$ cat src/rtl/cla_pipe_addsub_if.sv
// Operand/result handshake bundle for cla_pipe_addsub.
// master drives operands and out_ready; slave (the adder) drives in_ready and results.
interface cla_pipe_addsub_if #(
    parameter int WIDTH = 32
);
    logic             in_valid;
    logic             in_ready;
    logic [WIDTH-1:0] in1;
    logic [WIDTH-1:0] in2;
    logic             c_in;
    logic             op;
    logic             out_valid;
    logic             out_ready;
    logic [WIDTH-1:0] sum;
    logic             c_out;
    logic             ovf;
    logic             zero;

    modport master (
        output in_valid, in1, in2, c_in, op, out_ready,
        input  in_ready, out_valid, sum, c_out, ovf, zero
    );

    modport slave (
        input  in_valid, in1, in2, c_in, op, out_ready,
        output in_ready, out_valid, sum, c_out, ovf, zero
    );
endinterface

$ cat src/rtl/cla_pipe_addsub.sv
// Pipelined 4-bit-group carry-lookahead add/sub, STAGES-cycle latency; CLA_PIPE_SAT_EN enables signed saturation.
// Backpressure: the whole pipe holds while a result is unconsumed; in_ready = (~out_valid | out_ready) & ~rst.
module cla_pipe_addsub #(
    parameter int WIDTH  = 32,
    parameter int STAGES = 2
) (
    input  logic               clk,
    input  logic               rst,
    cla_pipe_addsub_if.slave   bus
);
    // WIDTH must be a multiple of 4 and WIDTH/4 a multiple of STAGES.
    localparam int GPS = WIDTH / (4 * STAGES);
    localparam int L   = STAGES - 1;

    function automatic logic [4:0] cla4(input logic [3:0] a, input logic [3:0] b, input logic ci);
        logic [3:0] g;
        logic [3:0] p;
        logic       c1, c2, c3, c4;
        g  = a & b;
        p  = a ^ b;
        c1 = g[0] | (p[0] & ci);
        c2 = g[1] | (p[1] & g[0]) | (p[1] & p[0] & ci);
        c3 = g[2] | (p[2] & g[1]) | (p[2] & p[1] & g[0]) | (p[2] & p[1] & p[0] & ci);
        c4 = g[3] | (p[3] & g[2]) | (p[3] & p[2] & g[1]) | (p[3] & p[2] & p[1] & g[0])
           | (p[3] & p[2] & p[1] & p[0] & ci);
        return {c4, p ^ {c3, c2, c1, ci}};
    endfunction

    logic             r_vld [STAGES];
    logic [WIDTH-1:0] r_a   [STAGES];
    logic [WIDTH-1:0] r_b   [STAGES];
    logic [WIDTH-1:0] r_sum [STAGES];
    logic             r_cy  [STAGES];
    logic             r_ovf;
    logic             r_zero;

    logic             w_src_v [STAGES];
    logic [WIDTH-1:0] w_src_a [STAGES];
    logic [WIDTH-1:0] w_src_b [STAGES];
    logic [WIDTH-1:0] w_src_s [STAGES];
    logic             w_src_c [STAGES];
    logic [WIDTH-1:0] w_sum   [STAGES];
    logic             w_cy    [STAGES];
    logic [WIDTH-1:0] w_res;
    logic             w_ovf;
    logic             w_zero;
    logic             w_en;

    assign w_en = ~r_vld[L] | bus.out_ready;

    always_comb begin
        // Subtract is folded in at entry: operand b inverted, carry-in forced to 1.
        w_src_v[0] = bus.in_valid;
        w_src_a[0] = bus.in1;
        w_src_b[0] = bus.op ? ~bus.in2 : bus.in2;
        w_src_c[0] = bus.op | bus.c_in;
        w_src_s[0] = '0;
        for (int k = 1; k < STAGES; k++) begin
            w_src_v[k] = r_vld[k-1];
            w_src_a[k] = r_a[k-1];
            w_src_b[k] = r_b[k-1];
            w_src_c[k] = r_cy[k-1];
            w_src_s[k] = r_sum[k-1];
        end

        for (int k = 0; k < STAGES; k++) begin
            w_sum[k] = w_src_s[k];
            w_cy[k]  = w_src_c[k];
            for (int g = 0; g < GPS; g++) begin
                {w_cy[k], w_sum[k][(k*GPS+g)*4 +: 4]} =
                    cla4(w_src_a[k][(k*GPS+g)*4 +: 4], w_src_b[k][(k*GPS+g)*4 +: 4], w_cy[k]);
            end
        end

        w_ovf = (w_src_a[L][WIDTH-1] == w_src_b[L][WIDTH-1]) &&
                (w_sum[L][WIDTH-1] != w_src_a[L][WIDTH-1]);
`ifdef CLA_PIPE_SAT_EN
        if (w_ovf) begin
            w_res = w_src_a[L][WIDTH-1] ? {1'b1, {(WIDTH-1){1'b0}}} : {1'b0, {(WIDTH-1){1'b1}}};
        end else begin
            w_res = w_sum[L];
        end
`else
        w_res = w_sum[L];
`endif
        w_zero = (w_res == '0);
    end

    always_ff @(posedge clk) begin
        if (rst) begin
            for (int k = 0; k < STAGES; k++) begin
                r_vld[k] <= 1'b0;
                r_a[k]   <= '0;
                r_b[k]   <= '0;
                r_sum[k] <= '0;
                r_cy[k]  <= 1'b0;
            end
            r_ovf  <= 1'b0;
            r_zero <= 1'b0;
        end else if (w_en) begin
            for (int k = 0; k < STAGES; k++) begin
                r_vld[k] <= w_src_v[k];
                r_a[k]   <= w_src_a[k];
                r_b[k]   <= w_src_b[k];
                r_sum[k] <= w_sum[k];
                r_cy[k]  <= w_cy[k];
            end
            r_sum[L] <= w_res;
            r_ovf    <= w_ovf;
            r_zero   <= w_zero;
        end
    end

    assign bus.in_ready  = w_en & ~rst;
    assign bus.out_valid = r_vld[L];
    assign bus.sum       = r_sum[L];
    assign bus.c_out     = r_cy[L];
    assign bus.ovf       = r_ovf;
    assign bus.zero      = r_zero;
endmodule

$ cat src/flat_wrapper.sv
// flat-port wrapper written by rule: the top's interface ports become plain ports
module cla_pipe_addsub_flat 
#(
    parameter int WIDTH  = 32,
    parameter int STAGES = 2
)
  (clk, rst, bus_in_valid, bus_in1, bus_in2, bus_c_in, bus_op, bus_out_ready, bus_in_ready, bus_out_valid, bus_sum, bus_c_out, bus_ovf, bus_zero);
  cla_pipe_addsub_if #(.WIDTH(WIDTH)) bus_i ();
  input  logic clk;
  input  logic rst;
  input wire logic [$bits(bus_i.in_valid)-1:0] bus_in_valid;
  input wire logic [$bits(bus_i.in1)-1:0] bus_in1;
  input wire logic [$bits(bus_i.in2)-1:0] bus_in2;
  input wire logic [$bits(bus_i.c_in)-1:0] bus_c_in;
  input wire logic [$bits(bus_i.op)-1:0] bus_op;
  input wire logic [$bits(bus_i.out_ready)-1:0] bus_out_ready;
  output wire logic [$bits(bus_i.in_ready)-1:0] bus_in_ready;
  output wire logic [$bits(bus_i.out_valid)-1:0] bus_out_valid;
  output wire logic [$bits(bus_i.sum)-1:0] bus_sum;
  output wire logic [$bits(bus_i.c_out)-1:0] bus_c_out;
  output wire logic [$bits(bus_i.ovf)-1:0] bus_ovf;
  output wire logic [$bits(bus_i.zero)-1:0] bus_zero;
  assign bus_i.in_valid = bus_in_valid;
  assign bus_i.in1 = bus_in1;
  assign bus_i.in2 = bus_in2;
  assign bus_i.c_in = bus_c_in;
  assign bus_i.op = bus_op;
  assign bus_i.out_ready = bus_out_ready;
  assign bus_in_ready = bus_i.in_ready;
  assign bus_out_valid = bus_i.out_valid;
  assign bus_sum = bus_i.sum;
  assign bus_c_out = bus_i.c_out;
  assign bus_ovf = bus_i.ovf;
  assign bus_zero = bus_i.zero;
  cla_pipe_addsub #(.WIDTH(WIDTH), .STAGES(STAGES)) u_core (.clk(clk), .rst(rst), .bus(bus_i));
endmodule
$ cat config.mk
export PLATFORM = sky130hd
export DESIGN_NAME = cla_pipe_addsub_flat
export DESIGN_NICKNAME = d
export VERILOG_FILES = /design/src/rtl/cla_pipe_addsub_if.sv /design/src/rtl/cla_pipe_addsub.sv /design/src/flat_wrapper.sv
export SDC_FILE = /design/constraint.sdc
export NUM_CORES = 1
export LEC_CHECK = 0
export CORE_MARGIN = 8
export CORE_UTILIZATION = 27
export CTS_BUF_LIST = sky130_fd_sc_hd__clkbuf_4 sky130_fd_sc_hd__clkbuf_8
export DETAILED_ROUTE_END_ITERATION = 8
export GPL_TIMING_DRIVEN = 1
export PLACE_DENSITY_LB_ADDON = 0.3
export RECOVER_POWER = 100
export SLEW_MARGIN = 30
export SYNTH_ARGS = -nofsm -noshare
export SYNTH_HDL_FRONTEND = slang
export SYNTH_SLANG_ARGS = --single-unit
$ cat constraint.sdc
create_clock -name clk -period 4.1 [get_ports clk]
set_input_delay 0.41 -clock clk [delete_from_list [all_inputs] [get_ports clk]]
set_output_delay 0.41 -clock clk [all_outputs]
set_load 0.02 [all_outputs]
Word-level counts from Yosys, hierarchy flattened
Memory sizes are Yosys's and may differ from the RTL's.
Index checks and enable logic that the tools add are counted.
{"block": "op_classes", "reduce_logical": 2, "bitwise_logic": 249, "n_eq_ne": 2, "n_mux": 17}
{"operator": "$mux 32", "count": 8}
{"operator": "$and 1x1->1", "count": 129}
{"operator": "$or 1x1->1", "count": 93}
{"operator": "$xor 4x4->4", "count": 16}
{"operator": "$and 4x4->4", "count": 8}
{"operator": "$logic_not 32->1", "count": 1}
{"operator": "$not 32->32", "count": 1}
{"operator": "$mux 1", "count": 9}
{"operator": "$not 1->1", "count": 2}
{"operator": "$eq 1x1->1", "count": 1}
{"operator": "$logic_and 1x1->1", "count": 1}
{"operator": "$ne 1x1->1", "count": 1}
{"block": "totals", "output_inout_bits": 37, "word_cells": 277, "ram_bits": 196, "register_bits": 2, "n_memories": 5, "inputBits": 70}
{"name": "u_core.r_a", "words": 2, "width": 32, "rd": 1, "rd_clocked_by_memory_dff": 0, "write_ports": 2, "line": "cla_pipe_addsub.sv:30", "text": "logic [WIDTH-1:0] r_a [STAGES];"}
{"name": "u_core.r_b", "words": 2, "width": 32, "rd": 1, "rd_clocked_by_memory_dff": 0, "write_ports": 2, "line": "cla_pipe_addsub.sv:31", "text": "logic [WIDTH-1:0] r_b [STAGES];"}
{"name": "u_core.r_sum", "words": 2, "width": 32, "rd": 2, "rd_clocked_by_memory_dff": 0, "write_ports": 2, "line": "cla_pipe_addsub.sv:32", "text": "logic [WIDTH-1:0] r_sum [STAGES];"}
{"name": "u_core.r_cy", "words": 2, "width": 1, "rd": 2, "rd_clocked_by_memory_dff": 0, "write_ports": 2, "line": "cla_pipe_addsub.sv:33", "text": "logic r_cy [STAGES];"}
{"name": "u_core.r_vld", "words": 2, "width": 1, "rd": 2, "rd_clocked_by_memory_dff": 0, "write_ports": 2, "line": "cla_pipe_addsub.sv:29", "text": "logic r_vld [STAGES];"}

Longest topological paths before layout
Gate-level depths: netlist (run 1).
{"block": "logic_depth", "ltp_word": 16, "mapped_depth": 13, "ltp_nobuf": 13}

Worst setup path before layout (run 1)
Ideal clock, no wire load.
{"block": "synth_timing", "kind": "input -> register", "start": "input bus_op", "end": "memory u_core.r_sum[0][12], data pin", "setup_ps": 141, "cell_stages": 12, "t_required_ps": 3959, "slack_ps": 925, "arrival_time_ps": 3033, "path_buffers": 2, "cell_sequence": "clkbuf_1 -> clkbuf_1 -> xor2_1 -> ha_1 -> a21oi_1 -> a21oi_1 -> o21a_1 -> o21ai_1 -> nand3_1 -> a31oi_1 -> fa_1 -> nor2_1"}
{"item": "start: declaration", "line": "flat_wrapper.sv:15", "text": "input wire logic [$bits(bus_i.op)-1:0] bus_op;"}
{"item": "end: declaration", "line": "cla_pipe_addsub.sv:32"}

==> run_results.csv, run 1 <==
group,metric,value,unit
timing,hold_viol,0,
timing,worstMarginPinSlew,1.996,ns
logic_synthesis,syn-num-nets,495,
critical_path,worstPathArrival,3.58,ns
floorplanning,die_w,147.8,um
power_and_ir_drop,vdd_drop_max,0.0001409,V
power_and_ir_drop,internal_power,1.629,mW
logic_synthesis,synth_area_per_cell,12.18,sq um
timing,worst_slack,0.6121,ns
timing,clock.fmax,286.7,MHz
logic_synthesis,synth_edf_count,84,
clocking,post-cts-setup-buffer-count,0,
status,violations,"capacitance limit, slew limit",
place,gp_congestion,0.7906,
place,place_hpwl,8.402,mm
detailed_routing,dr.pass1.iters,4,
power_and_ir_drop,p_seq_share,50.3,%
finish,final_nets,603,
logic_synthesis,synth_warnings,0,
logic_synthesis,async_flop_share,0,%
clocking,cts_root_buf,"clkbuf_8",
finish,syn2layout_area_growth,31.19,%
logic_synthesis,synth.distinct_cells,40,
critical_path,ff2ff_setup_slack,0.63,ns
global_route,grt_max_degree,47,
clocking,cts-hold-fix-buffers,0,
logic_synthesis,netlist_area,4689,sq um
power_and_ir_drop,power_frac_comb,26.0,%
clocking,clk_pin_slew_worst_paths,0.08,ns
critical_path,start_kind,"primary input",
floorplanning,placementRows,48,
timing,rsz0062_at_grt,"false",
floorplanning,top_level_ports,107,
critical_path,critPathRequiredTime,4.20,ns
clocking,clock_path_buffers,2,
job,drv_cap,1,
timing,finClkSkew,0.009283,ns
power_and_ir_drop,p_switching,0.6370,mW
finish,diodes,0,
clocking,clock_latency,0.36,ns
power_and_ir_drop,p_clk_share,23.7,%
global_route,grt.overflow.total,0,
worst_hold_path,hold_path.class,"register to register",
finish,drive_gt1_share,4.618,%
finish,design_area,6152,sq um
detailed_routing,drc_errors,0,
place,dpl_cell_area,6012,sq um
timing,slew_headroom,-33.05,%
timing,setup-tns-final,0,ns
detailed_routing,vias_per_cell,4.300,
floorplanning,die_area,21840,sq um
critical_path,regToRegEndpoint,"u_core.bus.zero$_SDFFE_PP0P_",
detailed_routing,vias,3109,
critical_path,cp-end-kind,"register",
clocking,cts_tree,"done",
timing,min_period,3.488,ns
critical_path,endpoint,"u_core.r_sum[0][15]$_SDFFCE_PN0P_",
critical_path,cp_max_fo,18,
logic_synthesis,synth_ff_type,"edfxtp_1",
critical_path,reg2reg_depth,13,
detailed_routing,drt_iter0_markers,103,
critical_path,startpoint,"bus_op",
status,status,"finished, violations left",
timing,setup_viol,0,
global_route,grt_pass1_wl,16.89,mm
floorplanning,initial_core_util,27.40,%
clocking,numCtsBuffers,9,
place,dp_slack,0.6485,ns
global_route,gr-usage-all-layers,9.949,%
critical_path,path_cells,"clkbuf_2 -> clkbuf_1 -> xor2_1 -> ha_1 -> a211oi_1 -> a21oi_1 -> nand3_1 -> a31o_2 -> a21oi_1 -> a211oi_1 -> mux2i_1",
floorplanning,die_h,147.8,um
global_route,grt_pass1_vias,3259,
clocking,cts-resized-gates,0,
power_and_ir_drop,p_leak,2.513,nW
logic_synthesis,syn_inst,385,
detailed_routing,ant_nets,0,
critical_path,worst_r2r_startpoint,"u_core.r_a[0][16]$_SDFFCE_PN0P_",
timing,min_period_over_period,85.07,%
critical_path,slowest_delay,1.03,ns
critical_path,slowest_stage,"clkbuf_1",
place,port_buffers,106,
logic_synthesis,ys_seq_area_share,54.64,%
critical_path,path_class,"primary input to register",
detailed_routing,routed_wl,10.55,mm
clocking,cts_sinks,86,
logic_synthesis,ys_ff_latch,86,
power_and_ir_drop,p_sw_share,28.11,%
finish,nFillCells,1680,
detailed_routing,avgRoutedWirePerCell,14.59,um
global_route,antenna_found_initial,0,
floorplanning,coreArea,17120,sq um
timing,maxSlewViolCount,43,
clocking,htreeDepth,3,
power_and_ir_drop,power-per-cell-area,368.3,nW/um^2
[metrics by stage]
stage	total power, mW	instances	util [%]	hold slack, ns
floorplan	1.519	385	-	0.4967
global placement	1.784	707	35.12	0.4484
detailed placement	1.790	707	35.12	0.4433
CTS	2.329	723	36.14	0.4618
global route	2.396	723	35.94	0.4794
finish	2.266	723	35.94	0.4504
[registers in the layout (all words and copies together), names as in the netlist]
| name | flops |
|---|---|
| u_core.bus.ovf | 1 |
| u_core.bus.zero | 1 |
| u_core.r_a | 16 |
| u_core.r_b | 16 |
| u_core.r_cy | 2 |
| u_core.r_sum | 48 |
| u_core.r_vld | 2 |
[worst max-delay path: cells and delay by family]
kind / cells / cell delay [ns]
xor gates and xnor gates: 1 / 0.15
AOI/OAI and AO/OA: 5 / 1.06
adders and majority gates: 1 / 0.25
muxes: 1 / 0.14
buffers and inverters: 2 / 1.44
and+or+nand+nor: 1 / 0.12
[synthesized netlist by cell type (9+ instances only)]
cell type	n	area share, %
xor2_1	25	4.7
nor2_1	49	3.9
nor3_1	11	1.2
nand2_1	13	1.0
ha_1	32	8.5
xnor2_1	25	4.7
a21oi_1	9	0.96
and2_1	40	5.3
inv_1	14	1.1
edfxtp_1	84	54
clkbuf_1	13	1.0
o21a_1	10	1.6
[how the worst min path moves through the flow]
stage / cells past startpoint / startpoint / to
floorplan: 1 / u_core.r_vld[0][0]$_SDFFCE_PN0P_ / u_core.r_vld[0][1]$_SDFFCE_PN0P_
global placement: 2 / u_core.bus.ovf$_SDFFE_PP0P_ / u_core.bus.ovf$_SDFFE_PP0P_
detailed placement: 2 / u_core.bus.ovf$_SDFFE_PP0P_ / u_core.bus.ovf$_SDFFE_PP0P_
CTS: 2 / u_core.bus.ovf$_SDFFE_PP0P_ / u_core.bus.ovf$_SDFFE_PP0P_
global route: 2 / u_core.bus.ovf$_SDFFE_PP0P_ / u_core.bus.ovf$_SDFFE_PP0P_
finish: 2 / u_core.bus.ovf$_SDFFE_PP0P_ / u_core.bus.ovf$_SDFFE_PP0P_
[cell usage in the layout (no fill, tap or decap), types with 3 or more instances in the layout]
cell type | Yosys | layout
a211oi_1 | 3 | 4
a21o_1 | 6 | 6
a21oi_1 | 9 | 9
a31oi_1 | 2 | 3
and2_0 | 0 | 26
and2_1 | 40 | 14
clkbuf_1 | 13 | 3
clkbuf_4 | 0 | 5
clkbuf_8 | 0 | 9
clkdlybuf4s50_1 | 0 | 67
dlygate4sd3_1 | 0 | 38
edfxtp_1 | 84 | 84
fa_1 | 8 | 8
ha_1 | 32 | 32
inv_1 | 14 | 14
nand2_1 | 13 | 13
nand2b_1 | 4 | 3
nand4_1 | 3 | 3
nor2_1 | 49 | 49
nor3_1 | 11 | 11
nor4_1 | 4 | 4
o21a_1 | 10 | 10
o21ai_0 | 4 | 4
o21ai_1 | 3 | 3
o31ai_1 | 3 | 3
xnor2_1 | 25 | 25
xor2_1 | 25 | 25
[layout make-up]
cell class | instances | area (sq um) | area share [%]
clock buffers | 14 | 161.4 | 2.624
inverters | 15 | 57.56 | 0.9355
well taps | 225 | 281.5 | 4.576
multi-input cells | 271 | 2004 | 32.58
repair buffers | 110 | 1072 | 17.43
flip-flops and latches | 86 | 2562 | 41.65
clock inverters | 2 | 12.51 | 0.2034
[power by group through the flow]
| stage | Clock, mW | Combinational (mW) | Sequential, mW |
|---|---|---|---|
| floorplan | 0 | 0.311 | 1.21 |
| global placement | 0 | 0.621 | 1.16 |
| detailed placement | 0 | 0.625 | 1.16 |
| CTS | 0.556 | 0.628 | 1.15 |
| global route | 0.590 | 0.654 | 1.15 |
| finish | 0.536 | 0.590 | 1.14 |
[cell families after synthesis]
logic type | share of synthesized area, %
mux | 0.2135
simple gates | 14.03
flops | 54.64
fa+ha+maj | 11.95
buf+inv | 2.241
compound gates | 7.577
xor+xnor | 9.338
[per-layer routing]
metal,wire [um],global-route usage (%)
met4,202,3.825
met1,4691,11.69
met5,0,0
met2,5120,16.74
met3,536,3.027
No activity file was read; power rests on OpenSTA's default activity.
==> run 2, diff against run 1 <==
Settings changed: SLEW_MARGIN 30 to 20.
==> results of run 2 <==
The final DEF is identical to that of run 1; final timing and power are the same.
==> run 3, diff against run 2 <==
Settings changed: CORE_MARGIN 8 to 10, CORE_UTILIZATION 27 to 35, SETUP_SLACK_MARGIN set to 0.5.
==> run_results.csv, run 3 (same netlist as run 1, synthesis figures left out) <==
group,metric,value,unit
detailed_routing,vias,3112,
finish,syn2layout_area_growth,30.60,%
global_route,grt_pass1_vias,3331,
place,place_hpwl,7.934,mm
timing,worstMarginPinSlew,2.026,ns
clocking,clk_pin_slew_worst_paths,0.09,ns
worst_hold_path,min_path_cells,2,
timing,hold_viol,0,
finish,multi_input_area,2013,sq um
finish,final_nets,603,
place,dp_cells,658,
job,drv_cap,2,
detailed_routing,routed_wl,10.37,mm
clocking,cts_sinks,86,
critical_path,worst_r2r_startpoint,"u_core.r_b[0][16]$_SDFFCE_PN0P_",
floorplanning,initial_core_util,35.55,%
finish,final_common_cell,"edfxtp_1",
global_route,grt_max_degree,85,
worst_hold_path,whs_endpoint,"u_core.bus.ovf$_SDFFE_PP0P_",
finish,largest_register_ffs,48,
power_and_ir_drop,vdd_drop_max,0.0001539,V
timing,clock.fmax,291.7,MHz
detailed_routing,drt_iter0_markers,194,
critical_path,ff2ff_setup_slack,0.67,ns
clocking,cts-hold-fix-buffers,0,
finish,design_area,6125,sq um
floorplanning,placementRows,42,
finish,nFillCells,1216,
floorplanning,top_level_ports,107,
critical_path,startpoint,"u_core.r_b[0][16]$_SDFFCE_PN0P_",
timing,min_period_over_period,83.62,%
floorplanning,die_w,135.8,um
timing,setup-tns-final,0,ns
clocking,numCtsBuffers,9,
place,dpl_cell_area,5951,sq um
status,violations,"capacitance limit, slew limit",
clocking,cts_tree,"done",
place,gp_congestion,0.8506,
clocking,cts_root_buf,"clkbuf_8",
critical_path,cp_max_fo,3,
finish,top_regs,"u_core.r_sum (48), u_core.r_a (16), u_core.r_b (16)",
detailed_routing,drc_errors,0,
finish,mostFrequentLayoutCells,"edfxtp_1 (84), clkdlybuf4s50_1 (65), nor2_1 (49)",
timing,rsz0062_at_grt,"false",
finish,regArea,2562,sq um
floorplanning,coreArea,13190,sq um
detailed_routing,dr.pass1.iters,4,
power_and_ir_drop,p_leak,2.523,nW
clocking,htreeDepth,3,
timing,setup_viol,0,
critical_path,path_class,"register to register",
global_route,gr-usage-all-layers,11.47,%
global_route,grt_pass1_wl,16.62,mm
critical_path,start_kind,"register",
global_route,grt.overflow.total,0,
timing,min_period,3.428,ns
finish,drive_gt1_share,5.221,%
global_route,antenna_found_initial,0,
clocking,clock_latency,0.36,ns
floorplanning,die_area,18430,sq um
critical_path,worstPathArrival,3.70,ns
finish,top_register,"u_core.r_sum",
critical_path,regToRegEndpoint,"u_core.bus.zero$_SDFFE_PP0P_",
detailed_routing,ant_nets,0,
place,port_buffers,106,
timing,finClkSkew,0.006580,ns
power_and_ir_drop,power-per-cell-area,376.6,nW/um^2
detailed_routing,vias_per_cell,4.610,
status,status,"finished, violations left",
critical_path,cp-end-kind,"register",
finish,fin_cells,675,
worst_hold_path,hold_path.class,"register to register",
critical_path,critPathRequiredTime,4.38,ns
floorplanning,die_h,135.8,um
timing,maxSlewViolCount,131,
critical_path,reg2reg_depth,13,
detailed_routing,avgRoutedWirePerCell,15.37,um
clocking,clock_path_buffers,2,
finish,final_util,46.43,%
worst_hold_path,hp-start,"u_core.bus.ovf$_SDFFE_PP0P_",
timing,slew_headroom,-35.07,%
run 3: worst max-delay path by stage:
stage                                                   end  depth (start not counted)  slack (ns)
after floorplan           u_core.r_sum[0][12]$_SDFFCE_PN0P_                         12        0.93
after global placement         u_core.bus.zero$_SDFFE_PP0P_                         13        0.84
after detailed placement       u_core.bus.zero$_SDFFE_PP0P_                         13        0.65
after CTS                      u_core.bus.zero$_SDFFE_PP0P_                         13        0.63
after global routing           u_core.bus.zero$_SDFFE_PP0P_                         11        0.28
final                          u_core.bus.zero$_SDFFE_PP0P_                         13        0.67
run 3: critical path, cell delays in order (launching register included):
cell      delay (ns)
edfxtp_1        0.41
ha_1            0.29
a211oi_1        0.35
o21a_1          0.21
o31ai_1         0.16
a221o_1         0.41
fa_1            0.52
nor4_2          0.16
nand4_1         0.13
nor2_1          0.14
nand4b_1        0.10
a211oi_1        0.20
nand2_1         0.08
o31ai_1         0.18
run 3: timing repair:
item | in CTS | in global routing
setup endpoints to repair | 0 | 1
setup buffers | 0 | 0
gates resized for setup | 0 | 6
run 3: stage by stage:
stage	power, mW	setup WS [ns]	hold WS (ns)
floorplan	1.519	0.9254	0.4967
global placement	1.773	0.8377	0.4450
detailed placement	1.783	0.6450	0.4538
CTS	2.360	0.6261	0.4701
global route	2.443	0.2798	0.5050
finish	2.307	0.6716	0.4603
run 3: power breakdown:
group | switching, mW | leakage [nW] | internal, mW
logic | 0.309 | 1.43 | 0.283
registers | 0.0429 | 0.992 | 1.09
clock network | 0.302 | 0.0964 | 0.277
total | 0.654 | 2.52 | 1.65
run 3: per-layer routing:
layer / GRT usage (%) / part of all wire, % / up-vias
met5: 0 / 0 / -
met4: 4.785 / 1.7 / 0
met3: 2.856 / 5.6 / 10
met2: 19.38 / 50 / 66
met1: 13.57 / 43 / 1463
li1: - / - / 1573
run 3: cell type report:
type,instances,share of cell area (%)
sequential,86,41.84
multi-input combinational,271,32.87
timing repair buffer,110,17.63
tap,176,3.596
clock buffer,9,2.022
clock inverter,7,1.062
inverter,15,0.9397
antenna,1,0.04086
